===== src/rtl/mouse_cursor_tracker.sv =====
// PS/2 mouse packet assembler with frame-rate cursor integration.
// Decodes 3-byte packets into deltas/buttons and moves a clamped cursor once per frame.
module mouse_cursor_tracker #(
  parameter int MAX_X       = 640,
  parameter int MAX_Y       = 480,
  parameter int CURSOR_SIZE = 15,
  parameter int INIT_X      = 245,
  parameter int INIT_Y      = 245,
  parameter int TIMEOUT     = 50000
) (
  input  logic       clk,
  input  logic       reset,
  input  logic       rx_done_tick,
  input  logic [7:0] rx_data,
  input  logic       frame_tick,
  output logic [8:0] xm,
  output logic [8:0] ym,
  output logic       left,
  output logic       right,
  output logic       packet_tick,
  output logic [9:0] cursor_x,
  output logic [9:0] cursor_y,
  output logic       sync_err
);

  localparam int GW = $clog2(TIMEOUT + 1);
  localparam logic [GW-1:0]      GAP_MAX = GW'(TIMEOUT);
  localparam logic signed [12:0] LIM_X   = 13'(MAX_X - CURSOR_SIZE);
  localparam logic signed [12:0] LIM_Y   = 13'(MAX_Y - CURSOR_SIZE);

  typedef enum logic [1:0] {WAIT_B1, WAIT_B2, WAIT_B3} state_t;

  // Only the byte-1 fields that matter downstream are kept.
  typedef struct packed {
    logic yov;
    logic xov;
    logic ys;
    logic xs;
    logic rb;
    logic lb;
  } hdr_t;

  state_t  state, state_nxt;
  hdr_t    hdr;
  logic [7:0]    b2;
  logic [GW-1:0] gap;
  logic timeout, take_b1, take_b2, done, bad_b1;

  logic [8:0]         pkt_xm, pkt_ym;
  logic signed [11:0] pkt_dx, pkt_dy, dx_base, dy_base;
  logic signed [11:0] dx_acc, dy_acc;
  logic signed [12:0] nx, ny;

  function automatic logic signed [11:0] sat_add(input logic signed [11:0] a,
                                                 input logic signed [11:0] b);
    logic signed [12:0] s;
    s = {a[11], a} + {b[11], b};
    if (s > 13'sd2047)       return 12'sh7ff;
    else if (s < -13'sd2048) return 12'sh800;
    else                     return s[11:0];
  endfunction

  function automatic logic [9:0] clamp(input logic signed [12:0] v,
                                       input logic signed [12:0] hi);
    if (v < 13'sd0)  return 10'd0;
    else if (v > hi) return hi[9:0];
    else             return v[9:0];
  endfunction

  // An expiring gap timer takes priority over a byte arriving in the same cycle.
  assign timeout = (state != WAIT_B1) && (gap == GAP_MAX);

  always_comb begin
    state_nxt = state;
    take_b1   = 1'b0;
    take_b2   = 1'b0;
    done      = 1'b0;
    bad_b1    = 1'b0;
    if (timeout) begin
      state_nxt = WAIT_B1;
    end else if (rx_done_tick) begin
      case (state)
        WAIT_B1: begin
          if (rx_data[3]) begin
            take_b1   = 1'b1;
            state_nxt = WAIT_B2;
          end else begin
            bad_b1 = 1'b1;
          end
        end
        WAIT_B2: begin
          take_b2   = 1'b1;
          state_nxt = WAIT_B3;
        end
        WAIT_B3: begin
          done      = 1'b1;
          state_nxt = WAIT_B1;
        end
        default: state_nxt = WAIT_B1;
      endcase
    end
  end

  always_ff @(posedge clk or posedge reset) begin
    if (reset) state <= WAIT_B1;
    else       state <= state_nxt;
  end

  always_ff @(posedge clk or posedge reset) begin
    if (reset)                                           gap <= '0;
    else if (state == WAIT_B1 || timeout || rx_done_tick) gap <= '0;
    else                                                  gap <= gap + GW'(1);
  end

  always_ff @(posedge clk or posedge reset) begin
    if (reset) begin
      hdr <= '0;
      b2  <= '0;
    end else if (timeout) begin
      hdr <= '0;
      b2  <= '0;
    end else begin
      if (take_b1) hdr <= '{yov: rx_data[7], xov: rx_data[6], ys: rx_data[5],
                            xs: rx_data[4], rb: rx_data[1], lb: rx_data[0]};
      if (take_b2) b2 <= rx_data;
    end
  end

  assign pkt_xm = {hdr.xs, b2};
  assign pkt_ym = {hdr.ys, rx_data};
  assign pkt_dx = hdr.xov ? 12'sd0 : {{3{pkt_xm[8]}}, pkt_xm};
  assign pkt_dy = hdr.yov ? 12'sd0 : {{3{pkt_ym[8]}}, pkt_ym};
  // A frame in the same cycle empties the accumulator before this packet lands.
  assign dx_base = frame_tick ? 12'sd0 : dx_acc;
  assign dy_base = frame_tick ? 12'sd0 : dy_acc;

  always_ff @(posedge clk or posedge reset) begin
    if (reset) begin
      xm          <= '0;
      ym          <= '0;
      left        <= 1'b0;
      right       <= 1'b0;
      packet_tick <= 1'b0;
      sync_err    <= 1'b0;
    end else begin
      packet_tick <= done;
      sync_err    <= timeout | bad_b1;
      if (done) begin
        xm    <= pkt_xm;
        ym    <= pkt_ym;
        left  <= hdr.lb;
        right <= hdr.rb;
      end
    end
  end

  always_ff @(posedge clk or posedge reset) begin
    if (reset) begin
      dx_acc <= '0;
      dy_acc <= '0;
    end else if (done) begin
      dx_acc <= sat_add(dx_base, pkt_dx);
      dy_acc <= sat_add(dy_base, pkt_dy);
    end else if (frame_tick) begin
      dx_acc <= '0;
      dy_acc <= '0;
    end
  end

  // PS/2 +Y points up while screen rows grow downward, hence the subtraction.
  assign nx = $signed({3'b000, cursor_x}) + $signed({dx_acc[11], dx_acc});
  assign ny = $signed({3'b000, cursor_y}) - $signed({dy_acc[11], dy_acc});

  always_ff @(posedge clk or posedge reset) begin
    if (reset) begin
      cursor_x <= 10'(INIT_X);
      cursor_y <= 10'(INIT_Y);
    end else if (frame_tick) begin
      cursor_x <= clamp(nx, LIM_X);
      cursor_y <= clamp(ny, LIM_Y);
    end
  end

endmodule


===== config.mk =====
export PLATFORM = sky130hd
export DESIGN_NAME = mouse_cursor_tracker
export DESIGN_NICKNAME = d
export VERILOG_FILES = /design/src/rtl/mouse_cursor_tracker.sv
export SDC_FILE = /design/constraint.sdc
export NUM_CORES = 1
export LEC_CHECK = 0
export BUFFER_PORTS_ARGS = -buffer_cell sky130_fd_sc_hd__buf_2
export CAP_MARGIN = 30
export CORE_ASPECT_RATIO = 2
export CORE_UTILIZATION = 45
export DETAILED_ROUTE_END_ITERATION = 10
export PLACE_DENSITY_LB_ADDON = 0.2
export REMOVE_ABC_BUFFERS = 1
export SYNTH_ARGS = -nofsm -noshare
export SYNTH_HDL_FRONTEND = slang
export SYNTH_SLANG_ARGS = --single-unit

===== constraint.sdc =====
create_clock -name clk -period 3.96 [get_ports clk]
set_clock_uncertainty 0.1 [all_clocks]
set_input_delay 0.396 -clock clk [delete_from_list [all_inputs] [get_ports clk]]
set_output_delay 0.396 -clock clk [all_outputs]
set_load 0.03 [all_outputs]

* Word level (Yosys, flattened, before mapping)
Cells that the tools add are included.
** Word-level totals
- Register bits :: 98
- Bits of input ports :: 12
- Logic and storage cells :: 83
** Operators by class
- $add $sub $neg :: 5
- $lt $le $gt $ge :: 8
- Equal/unequal tests :: 4
- Muxes and demuxes :: 37
- Bitwise operators :: 1
- Reduce and logical (&&, ||, !) cells :: 9
** Operators by type and width (count)
- $mux 12 :: 10
- $mux 10 :: 4
- $add 12x12->13 :: 2
- $gt 13x12->1 const B :: 2
- $lt 13x1->1 const B :: 2
- $lt 13x12->1 const B :: 2
- $add 16x1->16 const B :: 1
- $eq 16x16->1 const B :: 1
- $mux 16 :: 1
- $mux 8 :: 2
- $mux 1 :: 14
- $add 11x12->13 :: 1
- $gt 13x10->1 const B :: 1
- $gt 13x11->1 const B :: 1
- $sub 11x12->13 :: 1
- $mux 6 :: 2
- $reduce_bool 2->1 :: 4
- $mux 2 :: 3
- $pmux 2 s2 :: 1
- $ne 3x3->1 const B :: 1
- $eq 2x1->1 const B :: 1
- $eq 2x2->1 const B :: 1
- $logic_not 2->1 :: 1
- $logic_or 1x1->1 :: 2
- other kinds (3) :: 3

* Longest topological paths before layout
Gate-level depths: netlist of the first run.
- Depth in word-level cells :: 6
- Depth in mapped cells :: 14
- Depth with buffers taken out :: 12

* Least setup slack after synthesis of the first run
No wires, ideal clock.
- Path kind :: input to register
- Start point :: input frame_tick
- End point :: register dy_acc[9]
- Setup time :: 134 ps
- Data arrival time :: 2789 ps
- Data required time :: 3726 ps
- Path slack :: 937 ps
- Stages :: 14
- Path buffers :: 3
- Path through :: clkbuf_1 > clkbuf_1 > nor2_1 > ha_1 > inv_1 > fa_1 > nor2b_1 > o31a_1 > o31a_1 > o211ai_1 > a21oi_2 > buf_2 > a21oi_1 > o32ai_1
** On the way
- Longest elaborated chain between the ends :: 6
- Elaborated cells between the ends (all ways) :: 7
- Classes of those cells :: 1 x add/sub; 2 x order compare; 4 x mux
** Ends and longest elaborated chain
- from (decl) :: RTL line 15 : input logic frame_tick,
- $mux 12 *
- $add 12x12->13 :: RTL line 57 : s = {a[11], a} + {b[11], b};
- $lt 13x12->1 :: RTL line 59 : else if (s < -13'sd2048) return 12'sh800;
- $mux 12 :: RTL line 59
- $mux 12 :: RTL line 58 : if (s > 13'sd2047) return 12'sh7ff;
- $mux 12 * :: RTL line 161 : end else if (done) begin
- to (signal assigned) :: RTL line 163 : dy_acc <= sat_add(dy_base, pkt_dy);
- to (decl) :: RTL line 51 : logic signed [11:0] dx_acc, dy_acc;
Every way passes the cells marked *; elsewhere a longest branch is shown, timed or not.
A chain may end at the register's enable or synchronous reset.

* Final worst setup path of the first run
- Start point :: register hdr[5] (netlist bit)
- End point :: register dy_acc[6]
** On the way
- Longest elaborated chain between the ends :: 6
- Elaborated cells between the ends (all ways) :: 7
- Classes of those cells :: 1 x add/sub; 2 x order compare; 4 x mux
** Ends and longest elaborated chain
- from (decl) :: RTL line 44 : hdr_t hdr;
- from (signal assigned) :: RTL line 123 : if (take_b1) hdr <= '{yov: rx_data[7], xov: rx_data[6], ys: rx_data[5],
- $mux 12 * :: RTL line 132 : assign pkt_dy = hdr.yov ? 12'sd0 : {{3{pkt_ym[8]}}, pkt_ym};
- $add 12x12->13 * :: RTL line 57
- $lt 13x12->1 :: RTL line 59
- $mux 12 :: RTL line 59
- $mux 12 * :: RTL line 58
- $mux 12 * :: RTL line 161
Marked as above.

==> flow_summary.yaml, run 1 <==
synthesis:
  syn_inst: 730
  synthMuxAreaShare: 0.0494
  syn-cell-area_sq_mm: 0.00669
  synth_ff_type: "dfrtp_1"
  synth_edf_count: 0
  yosysSeqAreaShare: 0.369
  synth_xor_area_frac: 0.0537
  synth_top_family_by_area: "compound AO/OA/AOI/OAI gates"
  yosys_warnings: 0
  async_flop_share: 1.00
  yosysUniqueCellTypes: 76
  post_synth_and_or_nand_nor_area_fraction: 0.164
  synth.avg_cell_area_sq_um: 9.16
  ys_seq_elements: 98
  yosys.area_share.adder: 0.0980
  synth_compound_area_frac: 0.222
detailed_routing:
  wl_mm: 15.1
  post_drt_wl_per_cell_microns: 15.5
  first_pass_iters: 5
  route.detailed.drc: 0
  vias_per_cell: 5.66
  via_count: 5525
  ant_nets: 0
  first_iter_violations: 271
floorplanning:
  fp-row-count: 62
  initial_core_util: 0.464
  die_w_microns: 88.2
  num_io_pins: 54
  core_area_sq_mm: 0.0144
  die_h_microns: 174
  fp.dieArea_sq_mm: 0.0154
global_route:
  grt_max_degree: 51
  antenna_found_initial: 0
  use_met2: 0.395
  grt_use_met1: 0.222
  grt_pass1_wl_mm: 25.5
  grt_pass1_vias: 5661
  busiest_layer: "met2"
  gr-usage-met3: 0.0256
  grt_usage: 0.207
  grt.overflow.total: 0
worst_setup_path:
  r2r-end: "dy_acc[6]"
  worst-path-max-fanout: 18
  worstPathCellList: "nor2b_1, ha_1, inv_1, fa_1, nor2b_1, o31a_1, o31a_1, o211ai_1, a21oi_2, nand3_1, o311ai_1"
  r2r-start: "hdr[5]"
  crit_family: "compound AO/OA/AOI/OAI gates"
  worstPathArrival_ns: 3.29
  worstRegToRegCells: 11
  max_stage_delay_ns: 0.55
  path_class: "flop to flop"
  cp.required_ns: 4.08
  r2r_slack_ns: 0.79
  slowest_stage: "a21oi_2"
  path_buf_inv: 1
  cp-end-kind: "flop"
  critPathLaunchType: "flop"
place:
  gp_congestion: 0.886
  placedCellCount: 959
  hpwlAfterDp_mm: 11.8
  port_buffers: 53
clock_network:
  clk_pin_slew_ns: 0.07
  tritoncts: "done"
  cts_made_buffers: 9
  clock_sinks: 98
  worstSkewPairLatency_ns: 0.34
  post-cts-setup-buffers: 0
  clock-root-buffer: "clkbuf_16"
  clk_path_buf_depth: 2
  htreeDepth: 3
status:
  status: "complete, no violations"
timing:
  worst_pin_slew_ns: 0.674
  hold_slack_ns: 0.243
  max_slew_margin: 0.550
  finalSetupViolCount: 0
  rsz0062_at_grt: "false"
  hold_viol_final: 0
  slew_violations: 0
  fmax_mhz: 316
  post-route-period-util: 0.799
  min_period_ns: 3.17
pwr:
  peakVddDrop_mv: 0.324
  p_leak_uw: 0.00325
  total_power_uw: 5300
  powerDensity_mw_per_mm2: 706
hold_path:
  min_path_cells: 2
  min_from: "rx_data[3]"
  min_to: "sync_err"
  hp-class: "input port to flop"
finish:
  finalNonFillerCells: 976
  area_growth_pct: 12.1
  final_util: 0.520
  layout.nets: 842
  antenna_cells: 0
  drive_gt1_frac: 0.175
job:
  cap_violations: 0
[worst register-to-register path, delay by kind of cell (launching register included)]
family          cells  cell delay (ns)
compound gates      5             1.22
fa+ha+maj           2             0.61
simple gates        3             0.56
flops               1             0.49
buf+inv             1             0.06
[cell usage after synthesis, types with 10 or more instances]
library cell / number / share of area
a21oi_1: 56 / 0.042
clkbuf_1: 16 / 0.0090
dfrtp_1: 86 / 0.32
dfstp_2: 12 / 0.047
ha_1: 46 / 0.086
inv_1: 48 / 0.027
mux2_2: 20 / 0.034
nand2_1: 42 / 0.024
nor2_1: 85 / 0.048
nor2b_1: 37 / 0.035
nor3_1: 12 / 0.0090
o21a_1: 10 / 0.011
o21ai_0: 32 / 0.024
o21ai_1: 11 / 0.0082
o32ai_1: 23 / 0.030
xnor2_1: 22 / 0.029
xor2_1: 19 / 0.025
[sequential cells by signal, summed over array words and instances (netlist names)]
signal       count
b2               8
cursor_x        10
cursor_y        10
dx_acc          12
dy_acc          12
gap             16
hdr              6
left             1
packet_tick      1
right            1
state            2
sync_err         1
xm               9
ym               9
[cell type report]
class                   count  area (sq um)
fillers                  1383          6930
multi-input cells         557          3930
flip-flops and latches     98          2470
repair buffers             65           358
clock buffers              11           243
well taps                 192           240
inverters                  49           186
clock inverters             4          76.3
[per-layer routing]
layer,vias up,part of all wire
met5,-,0
met3,22,0.027
li1,2730,-
met1,2675,0.38
met4,0,0.022
met2,98,0.57
[report_power, final]
group          total [uW]  switching, uW  internal [uW]  leakage, uW
Sequential           1590            253           1340      0.00123
Clock                 941            372            569     0.000152
Combinational        2770           1670           1100      0.00186
Total                5300           2300           3000      0.00325
[through the flow]
stage                     area, sq um  setup WS (ns)  TNS, ns
final                            7500          0.795        0
after global routing             7500          0.527        0
after CTS                        7490          0.793        0
after detailed placement         7160          0.663        0
after global placement           7160          0.768        0
after floorplan                  6580          -1.52   -39.63
[cells in the final DEF (no fill, tap or decap), drive strengths merged, types with 3 or more instances in the layout]
master | netlist | final
o21ai | 45 | 45
or2 | 3 | 3
o21a | 10 | 10
dfstp | 12 | 12
nand3 | 9 | 9
a21oi | 59 | 59
buf | 10 | 64
o31a | 5 | 5
dfrtp | 86 | 86
ha | 46 | 46
nor4b | 4 | 4
o22ai | 3 | 3
o311ai | 4 | 4
a21o | 9 | 9
nand2 | 42 | 42
nor2b | 37 | 37
and3 | 4 | 4
a211oi | 9 | 9
nand4 | 5 | 5
o2bb2ai | 3 | 3
a22o | 3 | 3
mux2 | 21 | 21
nand2b | 8 | 8
mux2i | 9 | 9
nor4 | 3 | 3
o32ai | 23 | 23
fa | 4 | 4
o21bai | 5 | 5
nor3 | 12 | 12
a31oi | 9 | 9
nor2 | 86 | 86
inv | 48 | 48
clkbuf | 16 | 11
xor2 | 19 | 19
xnor2 | 22 | 22
o211ai | 7 | 7
[how the worst max path moves through the flow]
| stage | startpoint | to | slack (ns) | cells past startpoint |
|---|---|---|---|---|
| finish | hdr[5] | dy_acc[6] | 0.79 | 11 |
| floorplan | gap[0] | dx_acc[10] | -1.52 | 7 |
| detailed placement | frame_tick | dx_acc[10] | 0.66 | 11 |
| global placement | frame_tick | dy_acc[0] | 0.77 | 11 |
| global route | hdr[5] | dy_acc[0] | 0.53 | 11 |
| CTS | hdr[5] | dy_acc[6] | 0.79 | 11 |
[cell families (layout without fill, tap and decap cells)]
| logic type | Yosys count | in the layout |
|---|---|---|
| buffers and inverters | 75 | 129 |
| and+or+nand+nor | 222 | 222 |
| AOI/OAI and AO/OA | 214 | 214 |
| adders and majority gates | 50 | 50 |
| xor gates and xnor gates | 41 | 41 |
| muxes | 30 | 30 |
| DFF | 98 | 98 |
[timing repair]
item / CTS / global route
gates resized for setup: 0 / 0
hold buffers: 1 / 0
hold endpoints to repair: 26 / 0
endpoints found under the setup margin: 0 / 0
(Power assumes the default switching activity.)
==> run 2, diff against run 1 <==
==> constraint.sdc (replaced) <==
create_clock -name clk -period 2.9 [get_ports clk]
set_clock_uncertainty 0.1 [all_clocks]
set_input_delay 0.29 -clock clk [delete_from_list [all_inputs] [get_ports clk]]
set_output_delay 0.29 -clock clk [all_outputs]
set_load 0.03 [all_outputs]
==> run 2 against run 1 <==
  * Wire length up 1.4%
  * Sequential share of layout area is 1.6 points lower
  * Final area is 5.1% higher
  * Hold slack got worse by 0.098 ns
  * Cell count is 4.6% higher
  * Combinational power up 49%
  * Worst setup slack worse by 0.66 ns
  * Critical endpoint is now cursor_x[9]
  * Sequential cell count unchanged
  * Global-route usage rose by 0.92 points
  * Power grew 39%
==> flow_summary.yaml, run 2 (synthesized netlist as in run 1, its figures left out) <==
worst_setup_path:
  crit_family: "compound AO/OA/AOI/OAI gates"
  slowest_stage: "dfstp_2"
  max_stage_delay_ns: 0.55
  path_buf_inv: 1
  cp.required_ns: 3.03
  worstPathCellList: "ha_1, fa_2, a211oi_4, nor4b_2, o221a_2, nand2_1, nor4_4, a311oi_2, buf_4, a221o_1"
  cp-end-kind: "flop"
  path_class: "flop to flop"
  worstPathArrival_ns: 2.89
  critPathLaunchType: "flop"
  r2r-end: "cursor_x[9]"
  worstRegToRegCells: 10
  worst-path-max-fanout: 6
  r2r_slack_ns: 0.14
  r2r-start: "cursor_x[0]"
finish:
  reg_top3: "gap (16), dx_acc (12), dy_acc (12)"
  layout.nets: 887
  drive_gt1_frac: 0.232
  largest-register: "gap"
  area_growth_pct: 17.8
  finalNonFillerCells: 1021
  mostFrequentLayoutCells: "nor2_1, dfrtp_1, a21oi_1, buf_2, buf_4"
  largest_reg_flops: 16
  antenna_cells: 0
hold_path:
  min_from: "rx_data[3]"
  hp-class: "input port to flop"
  min_path_cells: 2
  min_to: "sync_err"
detailed_routing:
  post_drt_wl_per_cell_microns: 15.0
  wl_mm: 15.3
  wl_met3_microns: 325
  first_iter_violations: 173
  route.detailed.drc: 0
  first_pass_iters: 4
  via_count: 5608
  vias_per_cell: 5.49
  routed.top_layer: "met4"
  met1Wirelength_mm: 5.92
  ant_nets: 0
  wl_met2_mm: 8.76
status:
  status: "complete, no violations"
clock_network:
  worstSkewPairLatency_ns: 0.34
  htreeDepth: 3
  clock-root-buffer: "clkbuf_16"
  clk_pin_slew_ns: 0.07
  clock_sinks: 98
  cts_made_buffers: 9
  tritoncts: "done"
  clk_path_buf_depth: 2
timing:
  post-route-period-util: 0.952
  setup_tns_ns: 0
  min_period_ns: 2.76
  worst_pin_slew_ns: 0.522
  slew_violations: 0
  hold_viol_final: 0
  max_slew_margin: 0.651
  fmax_mhz: 362
  finalSetupViolCount: 0
global_route:
  antenna_found_initial: 0
  grt.overflow.total: 0
  grt_pass1_wl_mm: 26.6
  grt_usage: 0.217
  grt_max_degree: 51
  grt_pass1_vias: 5895
pwr:
  p_leak_uw: 0.00346
  peakVddDrop_mv: 0.514
  powerDensity_mw_per_mm2: 934
floorplanning:
  core_area_sq_mm: 0.0144
  num_io_pins: 54
  initial_core_util: 0.464
  die_h_microns: 174
  fp.dieArea_sq_mm: 0.0154
  fp-row-count: 62
  die_w_microns: 88.2
place:
  placedCellCount: 1003
  gp_congestion: 0.894
  hpwlAfterDp_mm: 12.2
  port_buffers: 53
job:
  cap_violations: 0
==> run 2: cell count changes in the layout (fill, tap and decap cells not counted), sizes merged <==
cell / change
clkinv: +1
clkinvlp: +1
buf: +45
bufinv: -2
==> run 2: what timing repair did <==
item	4_1_cts	5_1_grt
pin swaps	0	7
setup endpoints to repair	1	22
hold buffers	1	0
buffers inserted	0	1
resized for setup	1	11
endpoints found under the hold margin	9	0
==> run 2: worst max path at each step <==
| stage | start | depth (start not counted) | to | slack, ns |
|---|---|---|---|---|
| 6_report | cursor_x[0] | 10 | cursor_x[9] | 0.14 |
| 3_3_place_gp | frame_tick | 13 | dy_acc[0] | 0.09 |
| 3_5_place_dp | cursor_x[0] | 9 | cursor_x[9] | 0.002 |
| 4_1_cts | cursor_y[0] | 11 | cursor_y[1] | 0.02 |
| 5_1_grt | hdr[4] | 11 | dx_acc[10] | -0.02 |
| 2_1_floorplan | gap[0] | 7 | dx_acc[10] | -2.58 |
==> run 2: cell type report <==
cell class / instances / area [sq um]
Fill cell: 1340 / 6550
Multi-Input combinational cell: 557 / 3980
Sequential cell: 98 / 2470
Timing Repair Buffer: 110 / 737
Clock buffer: 11 / 243
Tap cell: 192 / 240
Inverter: 49 / 186
Clock inverter: 4 / 28.8
==> run 2: power by group <==
group	switching, uW	internal [uW]
Clock	506	600
Combinational	2380	1740
Sequential	307	1830
Total	3190	4160
==> run 2: worst register-to-register path: cells and delay by family (launching register included) <==
kind	cells	cell delay (ns)
AOI/OAI and AO/OA	4	0.77
adders and majority gates	2	0.44
buffers and inverters	1	0.19
DFF	1	0.55
and+or+nand+nor	3	0.61
==> run 2: per-stage QoR <==
| step | setup WS (ns) | power (uW) | hold slack [ns] | instance area, sq um | util |
|---|---|---|---|---|---|
| 2_1_floorplan | -2.58 | 5030 | 0.247 | 6580 | - |
| 3_3_place_gp | 0.0905 | 6100 | 0.142 | 7530 | 0.522 |
| 3_5_place_dp | 0.00206 | 6220 | 0.153 | 7530 | 0.522 |
| 4_1_cts | 0.0198 | 7350 | 0.135 | 7820 | 0.542 |
| 5_1_grt | -0.0188 | 7930 | 0.152 | 7880 | 0.546 |
| 6_report | 0.138 | 7360 | 0.145 | 7880 | 0.546 |
==> run 2: layer usage <==
layer  vias to the layer above  track usage
met3                        24       0.0237
met4                         0       0.0692
met5                         -            0
met2                        87        0.416
li1                       2811            -
met1                      2686        0.237
